File: config.mk
export PLATFORM = sky130hd
export DESIGN_NAME = ata_pio_xfer
export DESIGN_NICKNAME = d
export VERILOG_FILES = /design/src/rtl/ata_pio_xfer_pkg.sv /design/src/rtl/ata_pio_xfer_cycle.sv /design/src/rtl/ata_pio_xfer.sv
export SDC_FILE = /design/constraint.sdc
export NUM_CORES = 1
export LEC_CHECK = 0
export CORE_UTILIZATION = 45
export DETAILED_ROUTE_END_ITERATION = 6
export PLACE_DENSITY_LB_ADDON = 0.3
export SETUP_SLACK_MARGIN = 0.02
export SLEW_MARGIN = 20
export SYNTH_ARGS = -nofsm -noshare
export SYNTH_HDL_FRONTEND = slang
export SYNTH_SLANG_ARGS = --single-unit
export TNS_END_PERCENT = 1
File: constraint.sdc
create_clock -name clk -period 3.3 [get_ports clk]
set_input_delay 0.825 -clock clk [delete_from_list [all_inputs] [get_ports clk]]
set_output_delay 0.825 -clock clk [all_outputs]
set_load 0.02 [all_outputs]
File: src/rtl/ata_pio_xfer_pkg.sv
// Shared constants and state encodings for the ATA PIO sector transfer engine.
package ata_pio_xfer_pkg;

  localparam logic [2:0] ATA_REG_DATA = 3'b000;
  localparam int         CNT_W        = 8;

  typedef enum logic [2:0] {
    ST_IDLE,
    ST_WAITDRQ,
    ST_BUFRD,
    ST_BUFLAT,
    ST_CYCLE,
    ST_FINISH
  } xfer_state_e;

  typedef enum logic [1:0] {
    CY_IDLE,
    CY_SETUP,
    CY_STROBE,
    CY_RECOV
  } cyc_state_e;

  function automatic logic [CNT_W-1:0] cnt_last(input int n);
    return CNT_W'(n - 1);
  endfunction

endpackage

File: src/rtl/ata_pio_xfer_cycle.sv
// One ATA PIO data-register cycle: SETUP / STROBE / RECOV timing with registered pin outputs.
module ata_pio_cycle
  import ata_pio_xfer_pkg::*;
#(
  parameter int T_SETUP = 3,
  parameter int T_PULSE = 8,
  parameter int T_RECOV = 6
) (
  input  logic        clk,
  input  logic        reset,
  input  logic        go,
  input  logic        dir,
  input  logic [15:0] ata_dd_in,
  output logic        cs0_n,
  output logic        dior_n,
  output logic        diow_n,
  output logic        dd_oe,
  output logic [15:0] rdata,
  output logic        rd_capture,
  output logic        cycle_done
);

  cyc_state_e       state_q, state_d;
  logic [CNT_W-1:0] cnt_q, cnt_d;
  logic             cs0_n_q, cs0_n_d;
  logic             dior_n_q, dior_n_d;
  logic             diow_n_q, diow_n_d;
  logic             dd_oe_q, dd_oe_d;
  logic [15:0]      rdata_q, rdata_d;

  assign rd_capture = (state_q == CY_STROBE) && (cnt_q == cnt_last(T_PULSE)) && !dir;
  assign cycle_done = (state_q == CY_RECOV) && (cnt_q == cnt_last(T_RECOV));

  always_ff @(posedge clk or posedge reset) begin
    if (reset) begin
      state_q <= CY_IDLE;
      cnt_q   <= '0;
    end else begin
      state_q <= state_d;
      cnt_q   <= cnt_d;
    end
  end

  always_comb begin
    state_d = state_q;
    cnt_d   = cnt_q;
    case (state_q)
      CY_IDLE: begin
        if (go) begin
          state_d = CY_SETUP;
          cnt_d   = '0;
        end
      end
      CY_SETUP: begin
        if (cnt_q == cnt_last(T_SETUP)) begin
          state_d = CY_STROBE;
          cnt_d   = '0;
        end else begin
          cnt_d = cnt_q + CNT_W'(1);
        end
      end
      CY_STROBE: begin
        if (cnt_q == cnt_last(T_PULSE)) begin
          state_d = CY_RECOV;
          cnt_d   = '0;
        end else begin
          cnt_d = cnt_q + CNT_W'(1);
        end
      end
      CY_RECOV: begin
        if (cnt_q == cnt_last(T_RECOV)) begin
          state_d = go ? CY_SETUP : CY_IDLE;
          cnt_d   = '0;
        end else begin
          cnt_d = cnt_q + CNT_W'(1);
        end
      end
      default: begin
        state_d = CY_IDLE;
        cnt_d   = '0;
      end
    endcase
  end

  // Pins decode the next state so they change on the same edge as the state, glitch-free
  always_comb begin
    cs0_n_d  = (state_d == CY_IDLE);
    dior_n_d = !((state_d == CY_STROBE) && !dir);
    diow_n_d = !((state_d == CY_STROBE) && dir);
    dd_oe_d  = dir && (state_d != CY_IDLE);
    rdata_d  = rd_capture ? ata_dd_in : rdata_q;
  end

  always_ff @(posedge clk or posedge reset) begin
    if (reset) begin
      cs0_n_q  <= 1'b1;
      dior_n_q <= 1'b1;
      diow_n_q <= 1'b1;
      dd_oe_q  <= 1'b0;
      rdata_q  <= '0;
    end else begin
      cs0_n_q  <= cs0_n_d;
      dior_n_q <= dior_n_d;
      diow_n_q <= diow_n_d;
      dd_oe_q  <= dd_oe_d;
      rdata_q  <= rdata_d;
    end
  end

  assign cs0_n  = cs0_n_q;
  assign dior_n = dior_n_q;
  assign diow_n = diow_n_q;
  assign dd_oe  = dd_oe_q;
  assign rdata  = rdata_q;

endmodule

File: src/rtl/ata_pio_xfer.sv
// Device-side ATA PIO engine: moves whole sectors between the sector buffer and the
// ATA data register, one DRQ handshake per sector.
module ata_pio_xfer
  import ata_pio_xfer_pkg::*;
#(
  parameter int T_SETUP = 3,
  parameter int T_PULSE = 8,
  parameter int T_RECOV = 6
) (
  input  logic        clk,
  input  logic        reset,
  input  logic        start,
  input  logic        dir,
  input  logic [2:0]  sec_count,
  input  logic        abort,
  output logic        busy,
  output logic        done,
  output logic        aborted,
  output logic        buf_write,
  output logic [10:0] buf_addr,
  output logic [15:0] buf_din,
  input  logic [15:0] buf_dout,
  input  logic        ata_drq,
  output logic        ata_cs0_n,
  output logic [2:0]  ata_da,
  output logic        ata_dior_n,
  output logic        ata_diow_n,
  input  logic [15:0] ata_dd_in,
  output logic [15:0] ata_dd_out,
  output logic        ata_dd_oe
);

  xfer_state_e state_q, state_d;
  logic        go;
  logic        drq_s1_q, drq_s2_q;
  logic        dir_q, dir_d;
  logic [2:0]  last_sec_q, last_sec_d;
  logic [2:0]  sec_q, sec_d;
  logic [7:0]  word_q, word_d;
  logic        abort_q, abort_d;
  logic [15:0] dd_out_q, dd_out_d;
  logic        busy_q, busy_d;
  logic        done_q, done_d;
  logic        aborted_q, aborted_d;
  logic        buf_write_q, buf_write_d;
  logic        abort_any, last_word, in_xfer;
  logic        rd_capture, cycle_done;

  assign abort_any = abort_q || abort;
  assign last_word = (sec_q == last_sec_q) && (word_q == 8'hFF);
  assign in_xfer   = (state_q == ST_WAITDRQ) || (state_q == ST_BUFRD) ||
                     (state_q == ST_BUFLAT)  || (state_q == ST_CYCLE);

  ata_pio_cycle #(
    .T_SETUP (T_SETUP),
    .T_PULSE (T_PULSE),
    .T_RECOV (T_RECOV)
  ) u_cycle (
    .clk        (clk),
    .reset      (reset),
    .go         (go),
    .dir        (dir_q),
    .ata_dd_in  (ata_dd_in),
    .cs0_n      (ata_cs0_n),
    .dior_n     (ata_dior_n),
    .diow_n     (ata_diow_n),
    .dd_oe      (ata_dd_oe),
    .rdata      (buf_din),
    .rd_capture (rd_capture),
    .cycle_done (cycle_done)
  );

  always_ff @(posedge clk or posedge reset) begin
    if (reset) state_q <= ST_IDLE;
    else       state_q <= state_d;
  end

  // go is raised on the cycle that hands the next word to the PIO sequencer
  always_comb begin
    state_d = state_q;
    go      = 1'b0;
    case (state_q)
      ST_IDLE: begin
        if (start) state_d = ST_WAITDRQ;
      end
      ST_WAITDRQ: begin
        if (abort_any) begin
          state_d = ST_FINISH;
        end else if (drq_s2_q) begin
          if (dir_q) begin
            state_d = ST_BUFRD;
          end else begin
            state_d = ST_CYCLE;
            go      = 1'b1;
          end
        end
      end
      ST_BUFRD:  state_d = ST_BUFLAT;
      ST_BUFLAT: begin
        state_d = ST_CYCLE;
        go      = 1'b1;
      end
      ST_CYCLE: begin
        if (cycle_done) begin
          if (abort_any || last_word) state_d = ST_FINISH;
          else if (word_q == 8'hFF)   state_d = ST_WAITDRQ;
          else if (dir_q)             state_d = ST_BUFRD;
          else                        go      = 1'b1;
        end
      end
      ST_FINISH: state_d = ST_IDLE;
      default:   state_d = ST_IDLE;
    endcase
  end

  always_comb begin
    busy_d      = (state_d == ST_WAITDRQ) || (state_d == ST_BUFRD) ||
                  (state_d == ST_BUFLAT)  || (state_d == ST_CYCLE);
    done_d      = (state_d == ST_FINISH);
    buf_write_d = rd_capture;
    aborted_d   = aborted_q;
    if ((state_q == ST_IDLE) && start)
      aborted_d = 1'b0;
    else if ((state_d == ST_FINISH) && (state_q != ST_FINISH))
      aborted_d = abort_any;
  end

  // Counters stop on the final word so the last address stays visible after the transfer
  always_comb begin
    dir_d      = dir_q;
    last_sec_d = last_sec_q;
    sec_d      = sec_q;
    word_d     = word_q;
    abort_d    = in_xfer && abort_any;
    dd_out_d   = (state_q == ST_BUFLAT) ? buf_dout : dd_out_q;
    if ((state_q == ST_IDLE) && start) begin
      dir_d      = dir;
      last_sec_d = sec_count - 3'd1;
      sec_d      = '0;
      word_d     = '0;
    end else if ((state_q == ST_CYCLE) && cycle_done && !last_word) begin
      word_d = word_q + 8'd1;
      if (word_q == 8'hFF) sec_d = sec_q + 3'd1;
    end
  end

  always_ff @(posedge clk or posedge reset) begin
    if (reset) begin
      drq_s1_q    <= 1'b0;
      drq_s2_q    <= 1'b0;
      dir_q       <= 1'b0;
      last_sec_q  <= '0;
      sec_q       <= '0;
      word_q      <= '0;
      abort_q     <= 1'b0;
      dd_out_q    <= '0;
      busy_q      <= 1'b0;
      done_q      <= 1'b0;
      aborted_q   <= 1'b0;
      buf_write_q <= 1'b0;
    end else begin
      drq_s1_q    <= ata_drq;
      drq_s2_q    <= drq_s1_q;
      dir_q       <= dir_d;
      last_sec_q  <= last_sec_d;
      sec_q       <= sec_d;
      word_q      <= word_d;
      abort_q     <= abort_d;
      dd_out_q    <= dd_out_d;
      busy_q      <= busy_d;
      done_q      <= done_d;
      aborted_q   <= aborted_d;
      buf_write_q <= buf_write_d;
    end
  end

  assign busy       = busy_q;
  assign done       = done_q;
  assign aborted    = aborted_q;
  assign buf_write  = buf_write_q;
  assign buf_addr   = {sec_q, word_q};
  assign ata_da     = ATA_REG_DATA;
  assign ata_dd_out = dd_out_q;

endmodule

=== Word-level counts from Yosys, hierarchy flattened ===
Cells that the tools add are included.
Widths: inputs -> output; s select.

* Word-level logic and storage cells: 110
* Output and inout bits: 54
* Bits of input ports: 41
* Register bits: 71

* Add/sub/neg operators: 4
* Muxes and demuxes: 34
* Reductions and logical operators: 32
* Eq/ne operators: 20

{| class="wikitable"
|+ Operators by type and width
! kind !! number
|-
| $mux 8 || 6
|-
| $mux 3 || 11
|-
| $pmux 8 s4 || 1
|-
| $add 8x1->8 const B || 2
|-
| $eq 8x3->1 const B || 2
|-
| $pmux 3 s5 || 1
|-
| $eq 3x2->1 const B || 4
|-
| $logic_and 1x1->1 || 12
|-
| $eq 3x3->1 const B || 3
|-
| $mux 1 || 9
|-
| $eq 8x2->1 const B || 1
|-
| $eq 8x8->1 const B || 1
|-
| $logic_or 1x1->1 || 8
|-
| $mux 2 || 4
|-
| $pmux 2 s4 || 1
|-
| $reduce_bool 2->1 || 4
|-
| $eq 2x2->1 const B || 3
|-
| $eq 3x1->1 const B || 2
|-
| $logic_not 1->1 || 4
|-
| $logic_not 2->1 || 2
|-
| $add 3x1->3 const B || 1
|-
| $eq 3x3->1 || 1
|-
| $logic_not 3->1 || 1
|-
| $ne 3x3->1 const B || 1
|-
| other kinds (5) || 5
|}

=== Logic depth before layout (Yosys ltp) ===
Gate-level depths: netlist (run 1).

* Depth in word-level cells: 12
* Depth in mapped cells: 7
* Gate-level depth less buffers: 7

=== Cells and area by module ===
From an unflattened synthesis (run 1), not the netlist that was laid out.

* Cells, all modules: 285
* Area total of the unflattened synthesis: 3355.7 um^2

{| class="wikitable"
|+ By module, submodules not included
! module !! sequential area each (um^2) !! area each (um^2) !! times used !! cells an instance
|-
| ata_pio_xfer || 1026.0 || 1890.6 || 1 || 160
|-
| ata_pio_cycle || 754.5 || 1465.2 || 1 || 125
|}

=== Worst setup path before layout (run 1) ===
No wires, ideal clock.

* Path kind: register to register
* Start: register u_cycle.cnt_q[5]
* End: register aborted_q, in the netlist aborted
* Path buffers: 2
* Required time: 3.217 ns
* Cell stages (with the launch flop): 8
* Setup time: 0.083 ns
* Slack: 1.002 ns
* Arrival: 2.215 ns
* Period minus slack after synthesis: 2.298 ns
* Path through: dfrtp_1 > buf_6 > or4_1 > buf_2 > nor4_4 > a22oi_2 > or4_1 > o21ai_0

* Word-level cells in the longest chain between the ends: 7

{| class="wikitable"
|+ Ends and longest elaborated chain
! item !! line !! RTL
|-
| start, declared || ata_pio_xfer_cycle.sv:24 || <nowiki>logic [CNT_W-1:0] cnt_q, cnt_d;</nowiki>
|-
| start signal, assigned || ata_pio_xfer_cycle.sv:40 || <nowiki>cnt_q <= cnt_d;</nowiki>
|-
| $eq 8x3->1 || ata_pio_xfer_cycle.sv:32 || <nowiki>assign cycle_done = (state_q == CY_RECOV) && (cnt_q == cnt_last(T_RECOV));</nowiki>
|-
| $logic_and 1x1->1 || ata_pio_xfer_cycle.sv:32 ||
|-
| $mux 3 || ata_pio_xfer.sv:104 || <nowiki>if (cycle_done) begin</nowiki>
|-
| $pmux 3 s5 || ata_pio_xfer.sv:82 || <nowiki>case (state_q)</nowiki>
|-
| $eq 3x3->1 || ata_pio_xfer.sv:124 || <nowiki>else if ((state_d == ST_FINISH) && (state_q != ST_FINISH))</nowiki>
|-
| $logic_and 1x1->1 || ata_pio_xfer.sv:124 ||
|-
| $reduce_bool 2->1 (no line) || - ||
|-
| end signal, assigned || ata_pio_xfer.sv:172 || <nowiki>aborted_q <= aborted_d;</nowiki>
|-
| end, declared || ata_pio_xfer.sv:44 || <nowiki>logic aborted_q, aborted_d;</nowiki>
|}

No other way between the ends.
A chain may end at the register's enable or synchronous reset.

=== Worst setup path in the final report (run 1) ===
* Start: register u_cycle.cnt_q[6]
* End: register aborted_q, in the netlist aborted

* Word-level cells in the longest chain between the ends: 7

{| class="wikitable"
|+ Ends and longest elaborated chain
! item !! line !! RTL
|-
| $eq 8x3->1 || ata_pio_xfer_cycle.sv:32 ||
|-
| $logic_and 1x1->1 || ata_pio_xfer_cycle.sv:32 ||
|-
| $mux 3 || ata_pio_xfer.sv:104 ||
|-
| $pmux 3 s5 || ata_pio_xfer.sv:82 ||
|-
| $eq 3x3->1 || - ||
|-
| via done_d || ata_pio_xfer.sv:43 || <nowiki>logic done_q, done_d;</nowiki>
|-
| $logic_and 1x1->1 || ata_pio_xfer.sv:124 ||
|-
| $reduce_bool 2->1 (no line) || - ||
|}

The timed path passes the listed nets, and every way through them passes these cells.

==> results of run 1 <==
## path summary, 6_finish.rpt
| kind | startpoint | end | slack (ps) | depth (start not counted) |
|---|---|---|---|---|
| setup reg to reg | u_cycle.cnt_q[6] | aborted | 770 | 5 |
| hold / removal | drq_s1_q | drq_s2_q | 350 | 0 |
| max in group asynchronous | reset | ata_dd_out[9] | 1740 | 3 |
| hold reg to reg | drq_s1_q | drq_s2_q | 350 | 0 |
| min in group asynchronous | reset | u_cycle.rdata[3] | 900 | 2 |
| setup / recovery | u_cycle.cnt_q[6] | aborted | 770 | 5 |
## layout make-up
| cell class | count | area (sq um) | share of cell area (%) |
|---|---|---|---|
| Multi-Input combinational cell | 182 | 1366 | 30.61 |
| Inverter | 12 | 45.04 | 1.009 |
| Tap cell | 96 | 120.1 | 2.691 |
| Clock buffer | 10 | 137.6 | 3.083 |
| Clock inverter | 6 | 68.82 | 1.541 |
| Sequential cell | 71 | 1780 | 39.88 |
| Timing Repair Buffer | 94 | 945.9 | 21.19 |
## metrics by stage
| stage | power (uW) | cells | cell area (sq um) |
|---|---|---|---|
| 3_5_place_dp | 3060 | 455 | 4258 |
| 3_3_place_gp | 3012 | 455 | 4258 |
| 6_report | 3735 | 471 | 4464 |
| 4_1_cts | 3778 | 471 | 4464 |
| 5_1_grt | 3992 | 471 | 4464 |
| 2_1_floorplan | 2380 | 278 | 3287 |
## power by group
| part | internal (uW) | switching [uW] | leakage [uW] | total (uW) |
|---|---|---|---|---|
| Sequential | 1200 | 236 | 0.000863 | 1440 |
| Clock | 372 | 328 | 0.0000912 | 699 |
| Combinational | 818 | 778 | 0.000967 | 1600 |
## logic make-up (layout without fill, tap and decap cells)
logic type      count (synthesis)  count (layout)  synth area share [%]
simple gates                   78              78                 13.39
buf+inv                        25             122                 4.464
flops                          71              71                 54.29
xor+xnor                       11              11                 2.938
fa+ha+maj                       6               6                 2.289
compound gates                 47              47                 9.920
other cells                     1               3                0.1144
mux                            37              37                 12.59
## placed cells by master (no fill, tap or decap), drive strengths merged, types with 5 or more instances in the layout
cell	n
a21oi	10
a31oi	6
and2	5
and3	5
clkbuf	10
clkdlybuf4s50	91
dfrtp	68
ha	6
inv	13
mux2	34
nand2	12
nand2b	5
nand3	7
nor2	19
o21ai	9
xor2	7
## sequential cells by signal, indices dropped and copies added, names as in the netlist, 2 cells and up
signal and flops:
ata_dd_out 16, u_cycle.rdata 16, u_cycle.cnt_q 8, word_q 8
last_sec_q 3, sec_q 3, state_q 3, u_cycle.state_q 2
## routing by layer
layer	part of all wire (%)	wire length [microns]
met2	47	3062
met1	44	2916
met4	0.99	65
met3	7.9	516
met5	0	0
## worst max-delay path, stage by stage (launching register included)
cell and delay, ps:
sky130_fd_sc_hd__dfrtp_1 440, sky130_fd_sc_hd__or4_1 660, sky130_fd_sc_hd__nor4_4 570, sky130_fd_sc_hd__a22oi_2 190, sky130_fd_sc_hd__a311oi_1 390, sky130_fd_sc_hd__o21ai_0 150
==> flow_metrics.py, run 1 <==
metrics = {
    "status": {
        "run_status": "completed",
    },
    "global_routing": {
        "global_route.overflow_total": 0,
        "globalRouteMet3Util_pct": 6.445,
        "grt_util_met1_pct": 25.28,
        "use_met2_pct": 28.91,
        "pin_count_of_the_biggest_net_entering_global_routing": 41,
        "number_of_global_route_vias_before_repair": 2382,
        "grtUsageTotal_pct": 19.16,
        "grt_first_pass_wirelength_microns": 11200,
        "busiest_layer": "met2",
        "grt_antenna_before_repair": 0,
    },
    "worst_setup_path": {
        "crit_path_end_kind": "flip-flop",
        "data_arrival_time_of_the_critical_path_ps": 2720,
        "worstPathRequired_ps": 3490,
        "critical_path_class": "flip-flop to flip-flop",
        "worst-path-max-fanout": 10,
        "cp-start-kind": "flip-flop",
    },
    "power": {
        "powerDensity_nw_per_um2": 836.7,
        "power.static_leakage_uw": 0.001921,
        "max-vdd-ir-drop_uv": 465.6,
    },
    "clock_network": {
        "numClockSinks": 71,
        "clkLatencyLatePin_ps": 330,
        "post_cts_hold_buffer_count": 0,
        "worst_setup_hold_path_clk_slew_ps": 70,
        "cts_inserted_buffers": 9,
        "cts_setup_buffers": 0,
        "ctsRootBufferMaster": "sky130_fd_sc_hd__clkbuf_8",
        "clock_tree.htree_level_count": 3,
        "number_of_cells_upsized_or_downsized_after_cts": 0,
        "cts-root-to-sink-buffers": 2,
        "tritoncts_clock_tree": "done",
    },
    "job": {
        "max_cap_viol_count": 0,
    },
    "placement": {
        "detailed_placement_hpwl_microns": 4807,
        "io_buffers": 91,
        "post-place-ws_ps": 671.0,
        "finalWeightedCongestion": 0.8479,
    },
    "synth": {
        "synth_area_per_cell_sq_um": 11.88,
        "ys_async_sr_fraction_pct": 100.0,
        "ys_types": 53,
        "synth_seq_cells": 71,
        "synth_flop_cell": "sky130_fd_sc_hd__dfrtp_1",
        "synthesis.instances": 276,
        "synth_most_common_cell": "sky130_fd_sc_hd__dfrtp_1",
        "netlist.area_leader.share_pct": 51.89,
        "synth_top_cell_by_area": "sky130_fd_sc_hd__dfrtp_1",
        "syn_area_sq_um": 3279,
        "synth_sequential_area_ratio_pct": 54.29,
        "netlist_top_cells_count": "sky130_fd_sc_hd__dfrtp_1, sky130_fd_sc_hd__mux2_2, sky130_fd_sc_hd__nor2_1",
        "synth_enable_flop_cells": 0,
        "yosys_warnings": 0,
        "synth_top_cells_by_area": "sky130_fd_sc_hd__dfrtp_1, sky130_fd_sc_hd__mux2_2, sky130_fd_sc_hd__dfstp_2",
    },
    "routing": {
        "vias": 2470,
        "postRouteAntennaNets": 0,
        "dr.first_iter.drc_count": 92,
        "finalWirelength_microns": 6560,
        "drt_first_pass_iters": 4,
        "post_drt_via_cell_ratio": 5.244,
        "remaining_drcs": 0,
        "detail_route.wl_per_cell_microns": 13.93,
    },
    "timing": {
        "worstMarginPinSlew_ps": 941.0,
        "hold_ws_ps": 350.5,
        "setup_total_negative_slack_ps": 0,
        "layout_setup_ws_ps": 770.0,
        "max_freq_mhz": 395.3,
        "maxSlewHeadroom_pct": 37.15,
        "rsz_0062_raised_after_global_routing": "no",
        "worst_clock_skew_ps": 8.870,
        "setup_viol": 0,
        "finalCritPeriodShare_pct": 76.67,
        "final.min_clock_period_ps": 2530,
        "maxSlewViolCount": 0,
        "finalHoldViolations": 0,
    },
    "floorplanning": {
        "floorplan.initialDensity_pct": 47.48,
        "die_x_microns": 87.37,
        "die_y_microns": 87.37,
        "io-pin-count": 95,
        "core.rowCount": 30,
        "core_ar_sq_um": 6907,
        "floorplan.die_area_sq_um": 7633,
    },
    "layout": {
        "diodes": 0,
        "layout-drive-gt1-share_pct": 17.87,
        "num-nets-final": 417,
        "syn2layout_area_growth_pct": 36.13,
        "post-route-util_pct": 64.64,
        "fillers": 573,
    },
    "min_path": {
        "tightest_hold_check_type": "flip-flop to flip-flop",
    },
}
Power figures use the tool's default switching activity.
==> run 2, diff against run 1 <==
--- a/config.mk
+++ b/config.mk
@@ -5,7 +5,7 @@
 export SDC_FILE = /design/constraint.sdc
 export NUM_CORES = 1
 export LEC_CHECK = 0
-export CORE_UTILIZATION = 45
+export CORE_UTILIZATION = 43
 export DETAILED_ROUTE_END_ITERATION = 6
 export PLACE_DENSITY_LB_ADDON = 0.3
 export SETUP_SLACK_MARGIN = 0.02
==> constraint.sdc (replaced) <==
create_clock -name clk -period 2.2 [get_ports clk]
set_input_delay 0.55 -clock clk [delete_from_list [all_inputs] [get_ports clk]]
set_output_delay 0.55 -clock clk [all_outputs]
set_load 0.02 [all_outputs]
==> run 2 against run 1 <==
Compared with the run above:
- routed wire length increased by 8.7%
- via count grew 3.1%
- setup slack got worse by 710 ps
- non-clock buffer count increased by 23
- register-to-register slack got worse by 710 ps
- worst hold slack better by 9.8 ps
- flip-flop and latch count unchanged
- sequential share of layout area down 1.9 points
- final cell count rose by 5.5%
- largest power group unchanged
==> flow_metrics.py, run 2 (synthesis gave the netlist of run 1 again) <==
metrics = {
    "routing": {
        "drt_first_pass_iters": 6,
        "finalWirelength_microns": 7129,
        "detail_route.wl_per_cell_microns": 14.34,
        "vias": 2546,
        "remaining_drcs": 0,
        "dr.first_iter.drc_count": 127,
        "post_drt_via_cell_ratio": 5.123,
        "postRouteAntennaNets": 0,
    },
    "worst_setup_path": {
        "crit_path_cell_trace": "or4_4, nor4_4, buf_4, a22oi_2, or4_1, o21ai_0",
        "critical_path_class": "flip-flop to flip-flop",
        "timing.critical_path.slowest_stage_cell": "sky130_fd_sc_hd__or4_4",
        "cp-start-kind": "flip-flop",
        "worstPathRequired_ps": 2470,
        "cp_slowest_stage_delay_ps": 580,
        "cp_num_buf_inv": 1,
        "worst-path-max-fanout": 5,
        "data_arrival_time_of_the_critical_path_ps": 2400,
        "cp_top_family": "simple AND/OR/NAND/NOR gates",
        "crit_path_end_kind": "flip-flop",
    },
    "layout": {
        "syn2layout_area_growth_pct": 42.85,
        "final_cell_count_no_fill": 497,
        "layout-drive-gt1-share_pct": 23.12,
        "num-nets-final": 440,
        "fillers": 551,
        "leading_cell_types_in_the_layout_fill_and_taps_excluded": "sky130_fd_sc_hd__clkdlybuf4s50_1, sky130_fd_sc_hd__dfrtp_1, sky130_fd_sc_hd__mux2_2",
        "mostFrequentLayoutCell": "sky130_fd_sc_hd__clkdlybuf4s50_1",
        "diodes": 0,
    },
    "timing": {
        "setup_viol": 0,
        "layout_setup_ws_ps": 63.91,
        "worstMarginPinSlew_ps": 540.6,
        "rsz_0062_raised_after_global_routing": "yes",
        "final.min_clock_period_ps": 2136,
        "worst_clock_skew_ps": 9.797,
        "finalCritPeriodShare_pct": 97.09,
        "maxSlewHeadroom_pct": 63.88,
        "max_freq_mhz": 468.1,
        "maxSlewViolCount": 0,
        "finalHoldViolations": 0,
    },
    "power": {
        "max-vdd-ir-drop_uv": 1000,
        "powerDensity_nw_per_um2": 1257,
        "sequentialPowerShare_pct": 35.9,
        "power.share.clock_pct": 19.7,
        "combinationalPowerShare_pct": 44.3,
        "power.static_leakage_uw": 0.002061,
        "power.internal_uw": 3815,
        "power.switching_uw": 2076,
        "p_sw_share_pct": 35.24,
    },
    "placement": {
        "post-place-ws_ps": -97.87,
        "post-place-cells": 480,
        "detailed_placement_hpwl_microns": 5105,
        "io_buffers": 91,
        "finalWeightedCongestion": 0.7862,
    },
    "clock_network": {
        "cts-root-to-sink-buffers": 2,
        "worst_setup_hold_path_clk_slew_ps": 80,
        "numClockSinks": 71,
        "clkLatencyLatePin_ps": 340,
        "clock_tree.htree_level_count": 3,
        "ctsRootBufferMaster": "sky130_fd_sc_hd__clkbuf_8",
        "cts_inserted_buffers": 9,
        "tritoncts_clock_tree": "done",
    },
    "global_routing": {
        "global_route.overflow_total": 0,
        "grtUsageTotal_pct": 18.97,
        "grt_antenna_before_repair": 0,
        "number_of_global_route_vias_before_repair": 2496,
        "grt_first_pass_wirelength_microns": 11330,
        "pin_count_of_the_biggest_net_entering_global_routing": 28,
    },
    "floorplanning": {
        "die_y_microns": 89.33,
        "core.rowCount": 31,
        "core_ar_sq_um": 7331,
        "floorplan.initialDensity_pct": 44.73,
        "io-pin-count": 95,
        "die_x_microns": 89.33,
        "floorplan.die_area_sq_um": 7980,
    },
    "job": {
        "max_cap_viol_count": 0,
    },
    "min_path": {
        "tightest_hold_check_type": "flip-flop to flip-flop",
    },
    "status": {
        "run_status": "completed",
    },
}
## run 2: path summary, 6_finish.rpt
path	startpoint	endpoint	slack, ps	cells after the start
setup / recovery	u_cycle.cnt_q[3]	aborted	60	6
hold / removal	drq_s1_q	drq_s2_q	360	0
setup reg to reg	u_cycle.cnt_q[3]	aborted	60	6
hold reg to reg	drq_s1_q	drq_s2_q	360	0
max in group asynchronous	reset	u_cycle.diow_n	1080	3
min in group asynchronous	reset	ata_dd_out[6]	560	2
## run 2: through the flow
step	utilization [%]	TNS [ps]	total power (uW)	hold slack (ps)	area [sq um]
2_1_floorplan	-	-925.4	3571	331.2	3291
3_3_place_gp	60.44	-34.50	4641	332.7	4431
3_5_place_dp	60.44	-181.3	4711	347.1	4431
4_1_cts	63.53	0	5911	363.4	4657
5_1_grt	63.90	-10.11	6261	367.8	4684
6_report	63.90	0	5890	360.3	4684
## run 2: layout make-up
class	count	area (sq um)	share of cell area, %
inverters	12	48.80	1.042
repair buffers	117	1119	23.88
clock buffers	11	141.4	3.018
clock inverters	5	81.33	1.736
well taps	99	123.9	2.644
multi-input cells	182	1390	29.67
flip-flops and latches	71	1780	38.01
## run 2: worst reg2reg max path, stage by stage (launching register included)
cell,delay [ps]
sky130_fd_sc_hd__dfrtp_1,380
sky130_fd_sc_hd__or4_4,580
sky130_fd_sc_hd__nor4_4,290
sky130_fd_sc_hd__buf_4,170
sky130_fd_sc_hd__a22oi_2,90
sky130_fd_sc_hd__or4_1,470
sky130_fd_sc_hd__o21ai_0,80
## run 2: repair_timing
action | 4_1_cts | 5_1_grt
hold buffers | 0 | 0
setup endpoints to repair | 20 | 23
setup buffers | 0 | 1
gates resized for setup | 2 | 4
pin swaps | 0 | 2
## run 2: power groups by stage
stage               clock (uW)  combinational (uW)  sequential (uW)
finish                    1160                2610             2120
global route              1240                2830             2190
CTS                       1190                2610             2120
detailed placement           0                2580             2130
global placement             0                2530             2110
floorplan                    0                1020             2550
## run 2: layer usage
layer | vias up | wire length [microns] | track usage (%) | part of all wire (%)
li1 | 1220 | - | - | -
met1 | 1207 | 2971 | 22.87 | 42
met2 | 106 | 3291 | 29.49 | 46
met3 | 13 | 743 | 7.941 | 10
met4 | 0 | 123 | 9.091 | 1.7
met5 | - | 0 | 0 | 0
